===== src/rtl/eth_cmd_ctrl_pkg.sv =====
// Shared types and constants for the Ethernet command controller.
// Packet layout: MAGIC, N, then N records of {addr, data[31:0]}.
package eth_cmd_ctrl_pkg;

  localparam logic [7:0] DEF_MAGIC = 8'h47;
  localparam int DEF_MAX_REC = 12;
  localparam int REC_LEN = 5;
  localparam int HDR_LEN = 2;

  typedef enum logic [2:0] {
    S_IDLE,
    S_HDR,
    S_FETCH,
    S_WRITE,
    S_RELEASE,
    S_DRAIN
  } state_t;

  function automatic logic [5:0] rec_base(input logic [3:0] k);
    return 6'(HDR_LEN + REC_LEN * int'(k));
  endfunction

endpackage


===== src/rtl/eth_cmd_ctrl_rec_fetch.sv =====
// Reads one 5-byte record from packet RAM (1-cycle read latency).
// Ports: start/base in, addr to RAM, done pulse with {addr,data} record.
module eth_cmd_ctrl_rec_fetch
  import eth_cmd_ctrl_pkg::*;
(
  input  logic        clk,
  input  logic        rst_n,
  input  logic        start,
  input  logic [5:0]  base,
  input  logic [7:0]  ram_rdata,
  output logic [5:0]  addr,
  output logic        done,
  output logic [39:0] rec
);

  logic        busy;
  logic [2:0]  cnt;
  logic [31:0] sh;

  // Last byte is taken straight from the RAM so the record
  // is complete in the same cycle done is raised.
  assign done = busy && (cnt == 3'd5);
  assign rec  = {sh, ram_rdata};

  always_ff @(posedge clk) begin
    if (!rst_n) begin
      busy <= 1'b0;
      cnt  <= 3'd0;
      addr <= 6'd0;
      sh   <= 32'd0;
    end else if (start) begin
      busy <= 1'b1;
      cnt  <= 3'd0;
      addr <= base;
    end else if (busy) begin
      cnt <= cnt + 3'd1;
      if (cnt < 3'd4)
        addr <= addr + 6'd1;
      if (cnt != 3'd0 && cnt < 3'd5)
        sh <= {sh[23:0], ram_rdata};
      if (cnt == 3'd5)
        busy <= 1'b0;
    end
  end

endmodule


===== src/rtl/eth_cmd_ctrl.sv =====
// Executes command packets from the Ethernet receive RAM as cfg writes.
// Ports: rx ready/read handshake, RAM read port, cfg bus, good/bad counters.
module eth_cmd_ctrl
  import eth_cmd_ctrl_pkg::*;
#(
  parameter logic [7:0] MAGIC = DEF_MAGIC,
  parameter int MAX_REC = DEF_MAX_REC
) (
  input  logic        clk,
  input  logic        rst_n,
  input  logic        eth_rx_ready,
  output logic        eth_rx_read,
  output logic [5:0]  ram_addr,
  input  logic [7:0]  ram_rdata,
  output logic [7:0]  cfg_addr,
  output logic [31:0] cfg_wdata,
  output logic        cfg_we,
  input  logic        cfg_ack,
  output logic [15:0] good_cnt,
  output logic [15:0] bad_cnt
);

  state_t      state, state_nx;
  logic [1:0]  hcnt, hcnt_nx;
  logic [5:0]  h_addr, h_addr_nx;
  logic [7:0]  byte0, byte0_nx;
  logic [3:0]  nrec, nrec_nx;
  logic [3:0]  k, k_nx;
  logic        good, good_nx;
  logic [7:0]  addr_nx;
  logic [31:0] wdata_nx;
  logic        we_nx;
  logic [15:0] good_cnt_nx, bad_cnt_nx;

  logic        f_start;
  logic [5:0]  f_base;
  logic [5:0]  f_addr;
  logic        f_done;
  logic [39:0] f_rec;
  logic        hdr_bad;

  eth_cmd_ctrl_rec_fetch u_fetch (
    .clk       (clk),
    .rst_n     (rst_n),
    .start     (f_start),
    .base      (f_base),
    .ram_rdata (ram_rdata),
    .addr      (f_addr),
    .done      (f_done),
    .rec       (f_rec)
  );

  // Evaluated in the last HDR cycle, when ram_rdata holds N.
  assign hdr_bad = (byte0 != MAGIC) ||
                   (ram_rdata == 8'd0) ||
                   (int'(ram_rdata) > MAX_REC);

  assign eth_rx_read = (state == S_RELEASE);
  assign ram_addr = (state == S_FETCH) ? f_addr : h_addr;

  always_ff @(posedge clk) begin
    if (!rst_n) begin
      state     <= S_IDLE;
      hcnt      <= 2'd0;
      h_addr    <= 6'd0;
      byte0     <= 8'd0;
      nrec      <= 4'd0;
      k         <= 4'd0;
      good      <= 1'b0;
      cfg_addr  <= 8'd0;
      cfg_wdata <= 32'd0;
      cfg_we    <= 1'b0;
      good_cnt  <= 16'd0;
      bad_cnt   <= 16'd0;
    end else begin
      state     <= state_nx;
      hcnt      <= hcnt_nx;
      h_addr    <= h_addr_nx;
      byte0     <= byte0_nx;
      nrec      <= nrec_nx;
      k         <= k_nx;
      good      <= good_nx;
      cfg_addr  <= addr_nx;
      cfg_wdata <= wdata_nx;
      cfg_we    <= we_nx;
      good_cnt  <= good_cnt_nx;
      bad_cnt   <= bad_cnt_nx;
    end
  end

  always_comb begin
    state_nx    = state;
    hcnt_nx     = hcnt;
    h_addr_nx   = h_addr;
    byte0_nx    = byte0;
    nrec_nx     = nrec;
    k_nx        = k;
    good_nx     = good;
    addr_nx     = cfg_addr;
    wdata_nx    = cfg_wdata;
    we_nx       = cfg_we;
    good_cnt_nx = good_cnt;
    bad_cnt_nx  = bad_cnt;
    f_start     = 1'b0;
    f_base      = rec_base(4'd0);
    unique case (state)
      S_IDLE: begin
        h_addr_nx = 6'd0;
        hcnt_nx   = 2'd0;
        if (eth_rx_ready)
          state_nx = S_HDR;
      end
      S_HDR: begin
        hcnt_nx = hcnt + 2'd1;
        case (hcnt)
          2'd0: h_addr_nx = 6'd1;
          2'd1: byte0_nx = ram_rdata;
          default: begin
            if (hdr_bad) begin
              good_nx  = 1'b0;
              state_nx = S_RELEASE;
            end else begin
              nrec_nx  = ram_rdata[3:0];
              k_nx     = 4'd0;
              f_start  = 1'b1;
              state_nx = S_FETCH;
            end
          end
        endcase
      end
      S_FETCH: begin
        if (f_done) begin
          addr_nx  = f_rec[39:32];
          wdata_nx = f_rec[31:0];
          we_nx    = 1'b1;
          state_nx = S_WRITE;
        end
      end
      S_WRITE: begin
        if (cfg_ack) begin
          we_nx = 1'b0;
          if (k == nrec - 4'd1) begin
            good_nx  = 1'b1;
            state_nx = S_RELEASE;
          end else begin
            k_nx     = k + 4'd1;
            f_start  = 1'b1;
            f_base   = rec_base(k + 4'd1);
            state_nx = S_FETCH;
          end
        end
      end
      S_RELEASE: begin
        if (good)
          good_cnt_nx = good_cnt + 16'd1;
        else
          bad_cnt_nx = bad_cnt + 16'd1;
        state_nx = S_DRAIN;
      end
      S_DRAIN: begin
        // Wait for the receiver to drop ready so a stale
        // payload is never executed twice.
        if (!eth_rx_ready)
          state_nx = S_IDLE;
      end
      default: state_nx = S_IDLE;
    endcase
  end

endmodule


===== config.mk =====
export PLATFORM = sky130hd
export DESIGN_NAME = eth_cmd_ctrl
export DESIGN_NICKNAME = d
export VERILOG_FILES = /design/src/rtl/eth_cmd_ctrl_pkg.sv /design/src/rtl/eth_cmd_ctrl_rec_fetch.sv /design/src/rtl/eth_cmd_ctrl.sv
export SDC_FILE = /design/constraint.sdc
export NUM_CORES = 1
export LEC_CHECK = 0
export BUFFER_PORTS_ARGS = -buffer_cell sky130_fd_sc_hd__buf_2
export CORE_ASPECT_RATIO = 1.25
export CORE_MARGIN = 4
export CORE_UTILIZATION = 51
export CTS_CLUSTER_SIZE = 14
export DETAILED_ROUTE_END_ITERATION = 16
export PLACE_DENSITY = 0.76
export SLEW_MARGIN = 0
export SYNTH_ARGS = -nofsm -noshare
export SYNTH_HDL_FRONTEND = slang
export SYNTH_HIERARCHICAL = 1
export SYNTH_SLANG_ARGS = --single-unit

===== constraint.sdc =====
create_clock -name clk -period 2.5 [get_ports clk]
set_clock_uncertainty 0.2 [all_clocks]
set_input_delay 0.125 -clock clk [delete_from_list [all_inputs] [get_ports clk]]
set_output_delay 0.125 -clock clk [all_outputs]
set_load 0.05 [all_outputs]

* Word level (Yosys, flattened, before mapping) *
Index checks and enable logic that the tools add are counted.

storage, ports and cells
  flip-flop bits (word level) = 143
  output and inout port bits = 80

operators by class
  bitwise gates (word level) = 5
  $mul = 1
  $lt $le $gt $ge = 3
  add/sub/neg operators = 8
  muxes and demuxes = 39
  eq/ne operators = 19
  reduce and logical (&&, ||, !) cells = 27

operator list
  cell                                                 number
  2-to-1 mux 6 bit                                     8
  adder 16 x 1 -> 16 bit, second input constant        2
  2-to-1 mux 3 bit                                     7
  != test 2 bit, second input constant                 10
  case mux 3 bit (6 select lines)                      1
  2-to-1 mux 4 bit                                     4
  AND reduction 5 bit                                  3
  2-to-1 mux 1 bit                                     13
  case mux 6 bit (2 select lines)                      1
  AND reduction 2 bit                                  6
  nonzero test 2 bit                                   5
  equality test 3 bit, second input constant           3
  AND reduction 3 bit                                  3
  > comparator 8 x 4 -> 1 bit, second input constant   1
  zero test 8 bit                                      1
  != test 8 x 7 -> 1 bit, second input constant        1
  case mux 4 bit (2 select lines)                      1
  adder 2 x 6 -> 6 bit, first input constant           1
  adder 6 x 1 -> 6 bit, second input constant          1
  equality test 3 x 2 -> 1 bit, second input constant  2
  < comparator 3 bit, second input constant            2
  multiplier 3 x 4 -> 6 bit, first input constant      1
  case mux 1 bit (2 select lines)                      3
  NOT 1 bit                                            5
  14 further kinds                                     17

* Longest topological paths before layout *
Gate-level depths: netlist of run 1.

  word-level depth = 8
  gate-level depth with buffers = 11
  gate-level depth less buffers = 11

* Hierarchy *
The synthesis of run 1 kept the hierarchy.

modules (own cells, without submodules)
  module                  instances  cells each  area each (um^2)
  eth_cmd_ctrl            1          511         4225.3
  eth_cmd_ctrl_rec_fetch  1          181         1789.2

* Worst setup path before layout of run 1 *
No wires, ideal clock.

  path type = reg-to-reg
  start = register nrec[0]
  end = register u_fetch.sh[0]
  setup slack = -6 ps
  cell stages (with the launch flop) = 12
  arrival time = 2186 ps
  required time = 2180 ps
  cells stage by stage = dfxtp_1 inv_1 ha_1 xor2_1 nand3_1 o21ai_1 and2_4 inv_1 inv_1 o211ai_4 buf_6 mux2i_1

on the way
  word-level cells in the longest chain between the ends = 7

RTL lines
  element                          RTL line                      RTL
  start: declaration               eth_cmd_ctrl.sv:27            logic [3:0] nrec, nrec_nx;
  start signal: assignment         eth_cmd_ctrl.sv:80            nrec <= nrec_nx;
  subtractor 4 x 1 -> 4 bit        eth_cmd_ctrl.sv:142           if (k == nrec - 4'd1) begin
  equality test 4 bit              eth_cmd_ctrl.sv:142
  2-to-1 mux 1 bit                 eth_cmd_ctrl.sv:142
  2-to-1 mux 1 bit                 eth_cmd_ctrl.sv:140           if (cfg_ack) begin
  case mux 1 bit (2 select lines)  eth_cmd_ctrl.sv:106           unique case (state)
  via f_start                      eth_cmd_ctrl.sv:35            logic f_start;
  NOT 1 bit (no line)              -
  AND reduction 3 bit (no line)    -
  end signal: assignment           eth_cmd_ctrl_rec_fetch.sv:40  sh <= {sh[23:0], ram_rdata};
  end: declaration                 eth_cmd_ctrl_rec_fetch.sv:18  logic [31:0] sh;

The timed path passes the listed nets, and every way through them passes these cells.
A chain may end at the register's enable or synchronous reset.

* Worst setup path in the final report of run 1 *
  start = input ram_rdata[6]
  end = register u_fetch.sh[14]

on the way
  word-level cells in the longest chain between the ends = 8
  elaborated cells on any way between the ends = 9

RTL lines
  element                                                              RTL line             RTL
  start: declaration                                                   eth_cmd_ctrl.sv:14   input logic [7:0] ram_rdata,
  branches (longest 2 deep; another with > comparator 8 x 4 -> 1 bit)  -
  logical OR 1 bit *                                                   eth_cmd_ctrl.sv:55   (ram_rdata == 8'd0) ||
  2-to-1 mux 1 bit *                                                   eth_cmd_ctrl.sv:119  if (hdr_bad) begin
  2-to-1 mux 1 bit *                                                   eth_cmd_ctrl.sv:115  case (hcnt)
  case mux 1 bit (2 select lines) *                                    eth_cmd_ctrl.sv:106
  via f_start                                                          eth_cmd_ctrl.sv:35
  NOT 1 bit (no line) *                                                -
  AND reduction 3 bit (no line) *                                      -

Mark *: on every way through the listed nets, which the timed path passes.

==> flow_summary.ini, run 1 <==
[logic_synthesis]
synth_area_um2 = 6015
synth-edff-count = 0
yosysMostFrequentCell = nand2_1
yosysWarnings = 6
synth_cells = 692
ys_seq_area_frac = 0.4593
synth_flop_cell = dfxtp_1
synth_common_cells = 152 x nand2_1, 138 x dfxtp_1, 67 x a21oi_1
avgSynthCellArea_um2 = 8.692
yosysUniqueCellTypes = 53
synth_top_cell_area_share = 0.4593
ys_seq_elements = 138
postSynthNetCount = 719
synth_top_cell_by_area = dfxtp_1
async_flop_share = 0
netlist_top_cells_area = dfxtp_1 46%, nand2_1 9.5%, mux2i_1 6.7%, a21oi_1 5.6%, ha_1 3.1%

[routing]
num_vias = 5210
post-route-drc-count = 0
routed_wl_um = 14000
wl_per_cell_um = 14.75
drtIter0Drc = 270
viasPerCell = 5.490
antenna_left = 0
drtPass1Iterations = 6

[setup_path]
reg2reg_slack_ps = 130
r2r-start = byte0[3]
critPathKind = input pin to flop
cp_data_required_time_ps = 2630
cp.arrival_ps = 2570
crit_path_max_incr_delay_ps = 610
rr_worst_depth = 9
crit_path_top_delay_cell = dlygate4sd3_1
critPathCapture = u_fetch/sh[14]
endpoint_kind = flop
startpoint_type = input pin
cp_cell_sequence = dlygate4sd3_1 > or4b_4 > nor3_4 > nand3_4 > and2_4 > inv_2 > inv_2 > o211ai_4 > clkbuf_16 > mux2i_1
r2r_end = u_fetch/sh[14]
worst_path_most_repeated_cell = inv_2
cp_max_fo = 8
cp-startpoint = ram_rdata[6]

[cts]
clk_latency_ps = 420
cts_tree = built
cts-htree-levels = 4
cts_buffer_depth = 2
path_clk_slew_ps = 60
numCtsBuffers = 17
cts-root-buf = clkbuf_16
cts_sinks = 138

[timing]
relSlewSlack = 0.6039
rsz0062_at_grt = no
worst_slack_ps = 63.93
hold_ws_ps = 50.96
fmax_mhz = 410.5
hold_viol_final = 0
finalSetupViolCount = 0
period_minus_slack_ps = 2436
finalCritPeriodShare = 0.9744
worst_slew_pin_slew_ps = 593.2
drv_slew = 0

[pwr]
clock_power_share = 0.511
peakVddDrop_mv = 0.4744
p_total_mw = 4.826
powerDensity_nw_per_um2 = 649.3
leakagePower_nw = 3.236
cellInternalPower_mw = 3.693
p_sw_frac = 0.2347
combinationalPowerShare = 0.029
p_sw_mw = 1.133
p_seq_frac = 0.459

[placed_design]
port_buffers = 91
dp_slack_ps = -18.35
dp_hpwl_um = 9344
placedInstanceArea_um2 = 6623
gp_congestion = 0.8387

[floorplanning]
core_area_um2 = 11560
row_count = 44
start_util = 0.5202
fp.dieW_um = 105.1
dieHeight_um = 129.4
die-area_um2 = 13610
io_pins = 92

[grt]
grt_pass1_wl_um = 22700
track_usage = 0.2043
grt_pass1_vias = 5116
grt_antenna_before_repair = 0
overflow = 0
grt_max_degree = 62

[final_layout]
nets = 825
drive_above_1_share = 0.2158
area_growth_pct = 23.59
n_antenna_cell = 0
nFillCells = 926
final_area_um2 = 7433

[hold_path]
min_path_type = input pin to flop
holdPathStages = 3

[run_status]
status = completed

[flow_run]
drv_cap = 0
cells by family (layout without fill, tap and decap cells):
logic type,count (synthesis),count (layout),share of synthesized area
AND/OR/NAND/NOR,292,292,0.2326
buffers and inverters,64,183,0.05180
AO/OA/AOI/OAI,106,106,0.1015
multiplexers,42,42,0.07031
XOR/XNOR,35,35,0.05325
flip-flops,138,138,0.4593
adder cells (fa/ha/maj),15,15,0.03120
worst max-delay path: cells and delay by family:
family	cells	cell delay, ps
AOI/OAI and AO/OA	1	190
buffers and inverters	4	970
and+or+nand+nor	4	1070
muxes	1	210
routing by layer:
metal / routed length [um] / up-vias / track usage
met1: 5775 / 2484 / 0.2233
met2: 7262 / 149 / 0.3801
li1: - / 2553 / -
met4: 299 / 0 / 0.07799
met5: 0 / - / 0
met3: 662 / 24 / 0.05232
power by group through the flow:
stage,clock [mW],sequential [mW],combinational [mW]
after floorplan,0,2.26,0.0939
after global placement,0,2.27,0.124
after detailed placement,0,2.27,0.128
after CTS,2.51,2.22,0.141
after global routing,2.60,2.22,0.156
final,2.47,2.22,0.142
state kept, by name, summed over array words and instances (netlist names):
signal	cells
cfg_we	1
u_fetch/busy	1
u_fetch/sh	32
byte0	8
nrec	4
good_cnt	16
k	4
h_addr	1
bad_cnt	16
cfg_addr	8
u_fetch/addr	6
cfg_wdata	32
state	3
hcnt	2
u_fetch/cnt	3
good	1
how the worst min path moves through the flow:
stage	endpoint	startpoint	slack (ps)
after floorplan	byte0[6]	ram_rdata[6]	60
after detailed placement	byte0[5]	ram_rdata[5]	210
final	cfg_wdata[18]	rst_n	50
after global routing	cfg_addr[4]	rst_n	90
after global placement	u_fetch/sh[5]	ram_rdata[5]	210
after CTS	cfg_wdata[17]	rst_n	30
final cells by class:
type,count,area [um2],share of cell area
clock buffers,18,439.2,0.05908
clock inverters,14,151.4,0.02037
well taps,138,172.7,0.02323
flip-flops and latches,138,2765,0.3720
multi-input cells,490,2990,0.4023
inverters,22,82.58,0.01111
repair buffers,129,832.0,0.1119
cells in the final DEF (no fill, tap or decap), drive strengths merged, types with 3 or more instances in the layout:
cell	Yosys	final
nand3	17	17
nor3	13	13
and3	6	6
o21ai	19	19
nand2b	5	5
nand4	11	11
xor2	16	16
dlygate4sd3	0	10
a21oi	67	67
nand2	152	152
ha	15	15
nor2	44	44
or3	9	9
and4	4	4
buf	22	117
nor2b	4	4
a31oi	6	6
inv	22	30
clkinvlp	0	4
o211a	3	3
clkbuf	20	20
mux2i	40	40
dfxtp	138	138
nor4	3	3
and2	14	14
xnor2	18	18
per-stage QoR:
stage / std cells / TNS [ps] / utilization
final: 949 / 0 / 0.6430
after global routing: 949 / 0 / 0.6430
after CTS: 945 / 0 / 0.6332
after floorplan: 692 / 0 / -
after global placement: 903 / 0 / 0.5728
after detailed placement: 903 / -18.35 / 0.5728
repair_timing:
item                                    4_1_cts  5_1_grt
cloned                                        0        3
endpoints found under the setup margin        1       27
buffers inserted                              0        2
endpoints found under the hold margin        32        0
gates resized for setup                       1        9
hold buffers                                 10        0
pin swaps                                     0        5
No activity file was read; power rests on OpenSTA's default activity.
==> run 2: changes to the inputs <==
--- a/config.mk
+++ b/config.mk
@@ -8,12 +8,12 @@
 export BUFFER_PORTS_ARGS = -buffer_cell sky130_fd_sc_hd__buf_2
 export CORE_ASPECT_RATIO = 1.25
 export CORE_MARGIN = 4
-export CORE_UTILIZATION = 51
+export CORE_UTILIZATION = 52
 export CTS_CLUSTER_SIZE = 14
 export DETAILED_ROUTE_END_ITERATION = 16
-export PLACE_DENSITY = 0.76
+export HOLD_SLACK_MARGIN = 0.12
+export PLACE_DENSITY = 0.81
 export SLEW_MARGIN = 0
 export SYNTH_ARGS = -nofsm -noshare
 export SYNTH_HDL_FRONTEND = slang
-export SYNTH_HIERARCHICAL = 1
 export SYNTH_SLANG_ARGS = --single-unit
==> run 2 against run 1 <==
Sequential power is essentially flat. Sequential cell count is the same. First-iteration DRC count shrank 11%. Critical endpoint is now bad_cnt[14]. Clock-buffer cell count shrank 1. Worst hold slack gained 200 ps. Total power shrank 1.1%. Setup slack gained 92 ps.
==> flow_summary.ini, run 2 <==
[run_status]
status = completed

[cts]
cts_buffer_depth = 2
clk_latency_ps = 410
cts_sinks = 138
cts_tree = built
cts-htree-levels = 4
numCtsBuffers = 17
cts-root-buf = clkbuf_16
post_cts_buffers = 0
path_clk_slew_ps = 70

[timing]
worst_slew_pin_slew_ps = 509.6
relSlewSlack = 0.6598
period_minus_slack_ps = 2344
finalSetupViolCount = 0
finalCritPeriodShare = 0.9375
drv_slew = 0
hold_ws_ps = 252.8
setup_tns_ps = 0
fmax_mhz = 426.7
rsz0062_at_grt = no
hold_viol_final = 0
worst_slack_ps = 156.2

[setup_path]
critical-path-top-delay-family = simple AND/OR/NAND/NOR gates
crit_path_max_incr_delay_ps = 530
cp_num_buf_inv = 0
cp.arrival_ps = 2450
cp_data_required_time_ps = 2610
critPathKind = flop to flop
cp_cell_sequence = nor4b_4 > nand4_1 > nor4_1 > xor2_1 > and2_1
cp_max_fo = 13
crit_path_top_delay_cell = dfxtp_1
endpoint_kind = flop
startpoint_type = flop

[placed_design]
dp_hpwl_um = 9547
dp_slack_ps = -42.73
port_buffers = 91
gp_congestion = 0.7834
dp.cells = 919

[logic_synthesis]
netlist_top_cells_area = dfxtp_1 44%, nand2_1 9.9%, mux2i_1 7.5%, a21boi_0 5.2%, xnor2_1 3.3%
synth_common_cells = 166 x nand2_1, 138 x dfxtp_1, 47 x mux2i_1
async_flop_share = 0
avgSynthCellArea_um2 = 9.186
synth_cells = 685
ys_seq_area_frac = 0.4391
synth_top_cell_area_share = 0.4391
yosysUniqueCellTypes = 58
synth_top_cell_by_area = dfxtp_1
yosysMostFrequentCell = nand2_1
synth_flop_cell = dfxtp_1
synth_area_um2 = 6292
ys_seq_elements = 138
postSynthNetCount = 711
synth-edff-count = 0
yosysWarnings = 0

[routing]
antenna_left = 0
wl_per_cell_um = 14.25
post-route-drc-count = 0
drtPass1Iterations = 5
routed_wl_um = 13710
viasPerCell = 5.235
drtIter0Drc = 239
num_vias = 5036

[grt]
grt_pass1_wl_um = 22770
grt_antenna_before_repair = 0
overflow = 0
track_usage = 0.2007
grt_max_degree = 94
grt_pass1_vias = 5033

[floorplanning]
dieHeight_um = 131.0
core_area_um2 = 11730
start_util = 0.5366
die-area_um2 = 13940
fp.dieW_um = 106.4
row_count = 44
io_pins = 92

[pwr]
powerDensity_nw_per_um2 = 625.1
peakVddDrop_mv = 0.4216
leakagePower_nw = 3.067
p_total_mw = 4.773

[final_layout]
area_growth_pct = 21.36
final_common_cell = nand2_1
fin_cells = 962
top_regs = cfg_wdata x32, u_fetch.sh x32
nets = 814
n_antenna_cell = 0
drive_above_1_share = 0.2085
mostFrequentLayoutCells = 166 x nand2_1, 136 x dfxtp_1, 90 x buf_2, 47 x mux2i_1, 44 x a21boi_0

[flow_run]
drv_cap = 0

[hold_path]
min_path_type = flop to flop
## run 2: cell count changes after synthesis, moves of 8 or more
| cell | change |
|---|---|
| a21boi_0 | +44 |
| a21boi_1 | +13 |
| a21oi_1 | -63 |
| and2_1 | +18 |
| buf_4 | -8 |
| nand2_1 | +14 |
| nor2_1 | -36 |
## run 2: logic make-up after synthesis
group,share of synthesized area
muxes,0.08013
AOI/OAI and AO/OA,0.1052
xor gates and xnor gates,0.06502
adders and majority gates,0.02784
buffers and inverters,0.04792
DFF,0.4391
and+or+nand+nor,0.2348
## run 2: power breakdown
group / internal, mW / switching, mW
combinational: 0.0648 / 0.0920
sequential: 2.21 / 0.00867
clock: 1.33 / 1.07
## run 2: stage by stage
step	util	cell area (um2)
finish	0.6512	7636
global route	0.6512	7636
CTS	0.6484	7604
detailed placement	0.5886	6902
global placement	0.5886	6902
floorplan	-	6292
## run 2: final cells by class
class / count / area (um2)
clock buffers: 17 / 425.4
clock inverters: 15 / 150.1
fillers: 933 / 4090
inverters: 15 / 56.30
multi-input cells: 493 / 3272
flip-flops and latches: 138 / 2768
well taps: 161 / 201.4
repair buffers: 123 / 763.2
## run 2: path summary, 6_finish.rpt
check	from	endpoint	slack (ps)	cells past startpoint
worst min-delay path	cfg_wdata[31]	cfg_wdata[31]	250	2
worst min register to register	cfg_wdata[31]	cfg_wdata[31]	250	2
worst max register to register	state[2]	bad_cnt[14]	160	5
worst max-delay path	state[2]	bad_cnt[14]	160	5
## run 2: routing by layer
metal / vias up / global-route usage / share of wire
met2: 88 / 0.3782 / 0.54
met3: 24 / 0.04570 / 0.034
li1: 2531 / - / -
met5: - / 0 / 0
met4: 0 / 0.07165 / 0.019
met1: 2393 / 0.2208 / 0.41
## run 2: repair_timing
action,4_1_cts,5_1_grt
setup endpoints to repair,1,3
hold buffers,11,0
gates resized for setup,4,4
hold endpoints to repair,81,0
pin swaps,0,1
## run 2: tightest hold or removal path, cell delays in order (launching register included)
cell      delay (ps)
dfxtp_1          310
nand2_1           50
a21boi_1          50
==> run 3: changes to the inputs <==
--- a/config.mk
+++ b/config.mk
@@ -5,14 +5,16 @@
 export SDC_FILE = /design/constraint.sdc
 export NUM_CORES = 1
 export LEC_CHECK = 0
+export ABC_AREA = 1
 export BUFFER_PORTS_ARGS = -buffer_cell sky130_fd_sc_hd__buf_2
+export CAP_MARGIN = 20
 export CORE_ASPECT_RATIO = 1.25
 export CORE_MARGIN = 4
-export CORE_UTILIZATION = 52
+export CORE_UTILIZATION = 51
 export CTS_CLUSTER_SIZE = 14
 export DETAILED_ROUTE_END_ITERATION = 16
 export HOLD_SLACK_MARGIN = 0.12
-export PLACE_DENSITY = 0.81
+export PLACE_DENSITY = 0.79
 export SLEW_MARGIN = 0
 export SYNTH_ARGS = -nofsm -noshare
 export SYNTH_HDL_FRONTEND = slang
==> run 3 against run 2 <==
Non-clock buffer count down 14. Worst hold slack improved by 1.4 ps. Clock-buffer cell count up 5. Setup slack better by 24 ps. Largest power group unchanged. First-iteration DRC count is 4.2% higher. Global-route usage up 0.54 points. Wire length up 2.8%. Die area up 0.90%. Combinational power rose to 3.4 times the previous value. Largest cell class unchanged. Synthesized area shrank 0.97%.
==> flow_summary.ini, run 3 <==
[cts]
path_clk_slew_ps = 50
post_cts_buffers = 0
clk_latency_ps = 410
cts_sinks = 138
cts_tree = built
cts-htree-levels = 4
cts-root-buf = clkbuf_16
holdBufCountCts = 11
cts-resized-gates = 0
numCtsBuffers = 17
cts_buffer_depth = 2

[timing]
worst_slew_pin_slew_ps = 1031
finalSetupViolCount = 0
hold_ws_ps = 254.1
setup_tns_ps = 0
relSlewSlack = 0.3124
fmax_mhz = 431.0
period_minus_slack_ps = 2320
rsz0062_at_grt = no
finalCritPeriodShare = 0.9280
hold_viol_final = 0
drv_slew = 0

[setup_path]
cp_data_required_time_ps = 2600
critPathKind = flop to flop
cp_max_fo = 7
startpoint_type = flop
endpoint_kind = flop
rr_worst_depth = 14
cp.arrival_ps = 2420

[logic_synthesis]
yosysUniqueCellTypes = 34
async_flop_share = 0
ys_seq_elements = 138
synth_flop_cell = dfxtp_1
synth_common_cells = 184 x nand2_1, 163 x nor2_1, 138 x dfxtp_1
avgSynthCellArea_um2 = 6.993
synth-edff-count = 0
yosysWarnings = 0
synth_cells = 891
synth_top_cell_by_area = dfxtp_1
postSynthNetCount = 917
synth_area_um2 = 6231
ys_seq_area_frac = 0.4434
yosysMostFrequentCell = nand2_1
netlist_top_cells_area = dfxtp_1 44%, nand2_1 11%, nor2_1 9.8%, inv_1 6.9%, a21oi_1 6.0%
synth_top_cell_area_share = 0.4434

[hold_path]
holdPathStages = 2
min_path_type = flop to flop

[pwr]
peakVddDrop_mv = 0.4177
leakagePower_nw = 3.639
powerDensity_nw_per_um2 = 701.5

[grt]
grt_busiest_layer = met2
use_met1 = 0.2510
track_usage = 0.2061
grt_pass1_wl_um = 24080
use_met2 = 0.3519
grt_pass1_vias = 5302
grt_util_met3 = 0.04711
grt_antenna_before_repair = 0
grt_max_degree = 110
overflow = 0

[routing]
drtIter0Drc = 249
routed_wl_um = 14100
num_vias = 5689
antenna_left = 0
post-route-drc-count = 0
viasPerCell = 4.909
wl_per_cell_um = 12.16
drtPass1Iterations = 5

[run_status]
status = completed

[final_layout]
nFillCells = 1096
nets = 1013
mostFrequentLayoutCells = 184 x nand2_1, 162 x nor2_1, 138 x dfxtp_1, 114 x inv_1, 91 x buf_2
final_common_cell = nand2_1
top_regs = cfg_wdata x32, u_fetch.sh x32
final_area_um2 = 7495
drive_above_1_share = 0.1423
area_growth_pct = 20.28
n_antenna_cell = 0

[floorplanning]
core_area_um2 = 11780
dieHeight_um = 131.6
fp.dieW_um = 106.9
io_pins = 92
start_util = 0.5289
row_count = 44
die-area_um2 = 14060

[placed_design]
placedInstanceArea_um2 = 6815
port_buffers = 91
dp_hpwl_um = 9710
gp_congestion = 0.8408

[flow_run]
drv_cap = 0
## run 3: changes by cell type after synthesis, moves of 10 or more
cell	delta
nand3_1	+23
and2_1	-30
a21oi_1	+71
a21boi_1	-13
nor2_1	+155
a21boi_0	-44
mux2i_1	-47
nor2b_1	-10
xnor2_1	-19
inv_1	+99
o21ai_0	+62
nand2_1	+18
## run 3: path summary, 6_finish.rpt
check	to	start	slack, ps
min reg2reg	byte0[4]	byte0[4]	250
min	byte0[4]	byte0[4]	250
max reg2reg	u_fetch.addr[4]	k[0]	180
max	u_fetch.addr[4]	k[0]	180
## run 3: metrics by stage
stage	std cells	setup slack, ps	utilization	total power [mW]
3_3_place_gp	1118	246.6	0.5785	2.857
3_5_place_dp	1118	195.8	0.5785	2.866
4_1_cts	1159	185.4	0.6362	5.295
5_1_grt	1159	10.15	0.6362	5.463
2_1_floorplan	891	324.9	-	2.738
6_report	1159	179.9	0.6362	5.257
## run 3: cells by family (layout without fill, tap and decap cells)
family                   Yosys count  after routing  synth area share
flip-flops                       138            138            0.4434
XOR/XNOR                          17             17           0.02390
AND/OR/NAND/NOR                  418            418            0.2803
buffers and inverters            148            255           0.09518
adder cells (fa/ha/maj)           14             14           0.02811
AO/OA/AOI/OAI                    156            156            0.1291
## run 3: power breakdown
| group | internal [mW] | switching, mW | total (mW) | leakage [nW] |
|---|---|---|---|---|
| logic | 0.150 | 0.377 | 0.527 | 2.25 |
| clock network | 1.53 | 0.889 | 2.42 | 0.278 |
| registers | 2.27 | 0.0453 | 2.31 | 1.11 |
| total | 3.95 | 1.31 | 5.26 | 3.64 |
## run 3: layout make-up
cell class | count | area [um2] | share of cell area
flip-flops and latches | 138 | 2763 | 0.3686
clock buffers | 22 | 474.2 | 0.06327
inverters | 116 | 435.4 | 0.05810
multi-input cells | 605 | 2883 | 0.3846
well taps | 161 | 201.4 | 0.02688
clock inverters | 8 | 95.09 | 0.01269
repair buffers | 109 | 643.1 | 0.08581
## run 3: critical path, cell delays in order, from the launching register on
cell     delay, ps
dfxtp_1        440
ha_1           330
ha_1           300
ha_1           330
nand2_1         60
inv_1           50
nand3_1         90
nand2_1         80
nand2_1         40
nand2_1         50
inv_1           30
nand2_1         40
nand2_1         40
nor2_1          90
nor2_1          50
## run 3: layer usage
layer  vias to the layer above  routed length (um)
met5                         -                   0
li1                       3008                   -
met2                       112                6943
met3                        23                 630
met4                         0                 285
met1                      2546                6240
